### src/rtl/binary_mul_pkg.sv
// binary_mul_pkg: shared widths and per-stage register layout for the radix-2 signed multiplier.
package binary_mul_pkg;
    localparam int WIDTH   = 15;
    localparam int PWIDTH  = 2 * WIDTH - 1;
    localparam int LATENCY = WIDTH + 1;
    typedef struct packed {
        logic signed [WIDTH-1:0] a;
        logic [WIDTH-1:0]        b;
        logic [PWIDTH-1:0]       acc;
    } stage_t;
endpackage

### src/rtl/binary_mul_stage.sv
// binary_mul_stage: one combinational radix-2 step; the top bit carries weight -2^BIT, so it subtracts.
module binary_mul_stage
    import binary_mul_pkg::*;
#(
    parameter int BIT = 0
) (
    input  logic signed [WIDTH-1:0] a,
    input  logic                    b_bit,
    input  logic [PWIDTH-1:0]       acc_in,
    output logic [PWIDTH-1:0]       acc_out
);
    logic [PWIDTH-1:0] pp;
    assign pp      = b_bit ? {{(PWIDTH-WIDTH){a[WIDTH-1]}}, a} << BIT : '0;
    assign acc_out = (BIT == WIDTH - 1) ? acc_in - pp : acc_in + pp;
endmodule

### src/rtl/binary_mul_15_1_bi.sv
// binary_mul_15_1_bi: fully pipelined signed 15x15 -> 29-bit multiplier, 16 enabled edges of latency.
// Defining BINARY_MUL_15_1_BI_VALID_EN adds in_valid/out_valid carried alongside the data.
module binary_mul_15_1_bi
    import binary_mul_pkg::*;
(
    input  logic                     clk,
    input  logic                     rst_n,
    input  logic                     en,
    input  logic signed [WIDTH-1:0]  A,
    input  logic signed [WIDTH-1:0]  B,
`ifdef BINARY_MUL_15_1_BI_VALID_EN
    input  logic                     in_valid,
    output logic                     out_valid,
`endif
    output logic signed [PWIDTH-1:0] P
);
    stage_t            s   [WIDTH];
    logic [PWIDTH-1:0] nxt [WIDTH];
    for (genvar i = 0; i < WIDTH; i++) begin : g_step
        binary_mul_stage #(.BIT(i)) u_step (
            .a       (s[i].a),
            .b_bit   (s[i].b[i]),
            .acc_in  (s[i].acc),
            .acc_out (nxt[i])
        );
    end
    // the rst_n port is active-high despite its name
    always_ff @(posedge clk) begin
        if (rst_n) begin
            for (int k = 0; k < WIDTH; k++) s[k] <= '0;
            P <= '0;
        end else if (en) begin
            s[0] <= '{a: A, b: B, acc: '0};
            for (int k = 1; k < WIDTH; k++) s[k] <= '{a: s[k-1].a, b: s[k-1].b, acc: nxt[k-1]};
            P <= nxt[WIDTH-1];
        end
    end
`ifdef BINARY_MUL_15_1_BI_VALID_EN
    logic [LATENCY-1:0] vld;
    always_ff @(posedge clk) begin
        if (rst_n) vld <= '0;
        else if (en) vld <= {vld[LATENCY-2:0], in_valid};
    end
    assign out_valid = vld[LATENCY-1];
`endif
endmodule

### config.mk
export PLATFORM = sky130hd
export DESIGN_NAME = binary_mul_15_1_bi
export DESIGN_NICKNAME = d
export VERILOG_FILES = /design/src/rtl/binary_mul_pkg.sv /design/src/rtl/binary_mul_stage.sv /design/src/rtl/binary_mul_15_1_bi.sv
export SDC_FILE = /design/constraint.sdc
export NUM_CORES = 1
export LEC_CHECK = 0
export CORE_MARGIN = 3
export CORE_UTILIZATION = 29
export DETAILED_ROUTE_END_ITERATION = 7
export SYNTH_ARGS = -nofsm -noshare
export SYNTH_HDL_FRONTEND = slang
export SYNTH_SLANG_ARGS = --single-unit
### constraint.sdc
create_clock -name clk -period 37.9 [get_ports clk]
set_clock_uncertainty 0.2 [all_clocks]
set_input_delay 7.58 -clock clk [delete_from_list [all_inputs] [get_ports clk]]
set_output_delay 7.58 -clock clk [all_outputs]
set_load 0.005 [all_outputs]
==> impl_metrics.py <==
metrics = {
    "route": {
        "drt_first_pass_iters": 5,
        "wirelength_mm": 74.3,
        "avgRoutedWirePerCell_um": 13.0,
        "first_iter_violations": 1113,
        "post_drt_via_cell_ratio": 4.61,
        "ant_nets": 0,
        "vias": 26300,
        "drcViolationCount": 0,
    },
    "setup_path": {
        "crit_fanout": 174,
        "ff2ff_setup_slack_ns": 33.91,
        "crit_arrival_ns": 12.68,
        "cp_common_cell": "buf_4",
        "rr_startpoint": "s[9][38]",
        "path_buf_inv": 6,
        "path_cells": "clkbuf_8, nor2_1, inv_8, buf_4, buf_12, buf_4, buf_4",
        "critPathLaunchType": "input pin",
        "path_class": "input pin to flop",
        "cp.required_ns": 37.97,
        "reg2reg_depth": 11,
        "crit_family": "buffers and inverters",
        "critPathCaptureType": "flop",
        "critPathSlowestCell": "buf_4",
        "cpPeakStageDelay_ns": 0.95,
        "r2r-end": "s[10][27]",
    },
    "sta": {
        "relSlewSlack_pct": 28.4,
        "maxSlewViolCount": 0,
        "worst_pin_slew_ns": 1.07,
        "min_period_over_period_pct": 33.3,
        "setup_slack_ns": 25.29,
        "setup_violations": 0,
        "setup_tns_ns": 0,
        "period_minus_slack_ns": 12.61,
        "hold_viol_final": 0,
        "fmax_mhz": 79.3,
        "rsz0062_at_grt": "no",
    },
    "synthesis": {
        "synth_area_per_cell_um2": 11.2,
        "synth_flop_cell": "edfxtp_1",
        "synth_nets": 4007,
        "yosysUniqueCellTypes": 86,
        "synth_edf_count": 737,
        "yosysSeqAreaShare_pct": 54.2,
        "synth_top_area_share_pct": 52.8,
        "yosysWarnings": 0,
        "async_reset_ff_share_pct": 0,
        "yosys-top-cells-area": "edfxtp_1, and2_1, ha_1",
        "synthesis.area_mm2": 0.0419,
        "synth_seq_cells": 766,
        "syn_inst": 3735,
        "synth_top_area_cell": "edfxtp_1",
    },
    "grt": {
        "grt_overflow": 0,
        "grt_pass1_vias": 26000,
        "grt_max_degree": 175,
        "grt_pass1_wl_mm": 124,
        "antenna_found_initial": 0,
        "grt_usage_pct": 9.81,
    },
    "floorplanning": {
        "rows": 138,
        "die_w_um": 386,
        "core_area_mm2": 0.142,
        "start_util_pct": 29.4,
        "die_h_um": 386,
        "dieArea_mm2": 0.149,
        "io_pins": 62,
    },
    "place": {
        "place.gp.congestion": 0.804,
        "dp_cells": 5547,
        "pre_cts_ws_ns": 24.57,
        "numPortBuffers": 61,
        "placed_area_mm2": 0.0444,
        "hpwlAfterDp_mm": 49.9,
    },
    "clock_network": {
        "post-cts-setup-buffers": 0,
        "cts_tree": "done",
        "clock_sinks": 766,
        "clock_path_buffers": 3,
        "cts_resized": 0,
        "cts.reportedPaths.clkPinSlew_ns": 0.06,
        "postCtsHoldBufs": 0,
        "cts_max_level": 3,
        "clk_latency_ns": 0.66,
        "cts-root-buf": "clkbuf_16",
        "cts_inserted_buffers": 84,
    },
    "min_path": {
        "hold_end": "P[22]",
        "hp-class": "flop to flop",
        "holdPathStages": 2,
        "hp-start": "P[22]",
    },
    "job": {
        "cap_violations": 0,
    },
    "cells_and_area": {
        "final_cell_area_mm2": 0.0471,
        "finalNonFillerCells": 5701,
        "syn2layout_area_growth_pct": 12.5,
        "finalNetCount": 4015,
        "drive_gt1_share_pct": 4.72,
        "fin_util_pct": 33.1,
        "fillers": 14100,
    },
    "pwr": {
        "vdd_drop_max_v": 0.0000309,
        "p_leak_nw": 18.7,
        "pwr_density_cell_mw_per_mm2": 43.0,
    },
    "status": {
        "status": "completed",
    },
}
[worst max-delay path by stage]
stage	depth (start not counted)	startpoint	slack (ns)	to
final	7	rst_n	25.29	s[1][3]
after global routing	7	rst_n	24.88	s[1][58]
after CTS	7	rst_n	25.30	s[0][58]
after detailed placement	7	rst_n	24.57	s[0][44]
after global placement	7	rst_n	24.66	s[0][44]
after floorplan	4	rst_n	14.23	s[0][29]
[layout by cell type, fill, tap and decap left out, drive strengths merged, types with 18 or more instances in the layout]
cell type      instances
clkdlybuf4s50         59
nor3                 125
o21a                  40
clkbuf               102
edfxtp               737
a31oi                 31
dfxtp                 29
a21oi                162
nand2b                30
mux2i                 49
inv                   74
ha                   225
o21bai                20
nand2                167
nor2                 338
xnor2                115
o31ai                 25
a21o                  94
clkinv                38
nand4                 24
nor2b                188
and2                 510
a211oi                28
nand3                 68
nor3b                 18
and3                  57
xor2                  76
o21ai                123
or3                   43
[tightest hold or removal path, stage by stage, from the launching register on]
cell and delay, ns:
dfxtp_1 0.32, nand2_1 0.04, o21ai_0 0.06
[synth_stat cells (all sizes together), types with 10 or more instances]
cell,instances
clkbuf,134
edfxtp,737
o211ai,14
ha,225
inv,70
o21ai,123
nor3,125
nor2b,188
a211oi,28
a21o,94
nand2,167
nand4,24
xor2,76
fa,14
o21a,40
xnor2,115
a21oi,162
mux2i,49
nand3,68
a31oi,31
dfxtp,29
buf,20
nor3b,18
or3,43
o22ai,11
a21boi,10
nor4,11
o31ai,25
o21bai,20
nor2,338
a211o,10
nand2b,30
and3,57
or2,13
and2,510
[routing by layer]
layer / global-route usage, % / vias to the layer above / part of all wire (%)
met3: 1.77 / 171 / 3.0
met4: 3.53 / 0 / 3.2
met2: 18.2 / 383 / 51
met1: 11.2 / 12200 / 43
met5: 0 / - / 0
li1: - / 13500 / -
[final cells by class]
type | count | area, um2 | area share, %
flip-flops and latches | 766 | 22700 | 48.2
multi-input cells | 2745 | 18300 | 38.9
well taps | 1890 | 2360 | 5.02
clock buffers | 101 | 2190 | 4.64
repair buffers | 76 | 747 | 1.58
clock inverters | 52 | 512 | 1.09
inverters | 70 | 270 | 0.573
diodes | 1 | 2.50 | 0.00531
[logic make-up (layout without fill, tap and decap cells)]
kind of cell / after synthesis / after routing / synth area share, %
xor gates and xnor gates: 191 / 191 / 3.99
AOI/OAI and AO/OA: 648 / 648 / 10.4
adders and majority gates: 239 / 239 / 7.39
DFF: 766 / 766 / 54.2
buffers and inverters: 224 / 299 / 2.01
muxes: 54 / 54 / 1.31
other: 0 / 1 / 0
and+or+nand+nor: 1613 / 1613 / 20.7
[state kept, by name (all words and copies together) (netlist names)]
register / cells
P: 29
s: 737
[power breakdown]
group / switching (mW) / total [mW] / internal, mW
clock network: 0.336 / 0.797 / 0.462
registers: 0.0316 / 1.03 / 0.999
logic: 0.114 / 0.200 / 0.0856
total: 0.482 / 2.03 / 1.55
[through the flow]
step / hold slack, ns / power (mW)
after CTS: 0.273 / 2.06
after floorplan: 0.249 / 1.22
after global routing: 0.302 / 2.13
after detailed placement: 0.259 / 1.25
after global placement: 0.246 / 1.25
final: 0.266 / 2.03
Note: power is estimated with default switching activity, not from simulation.
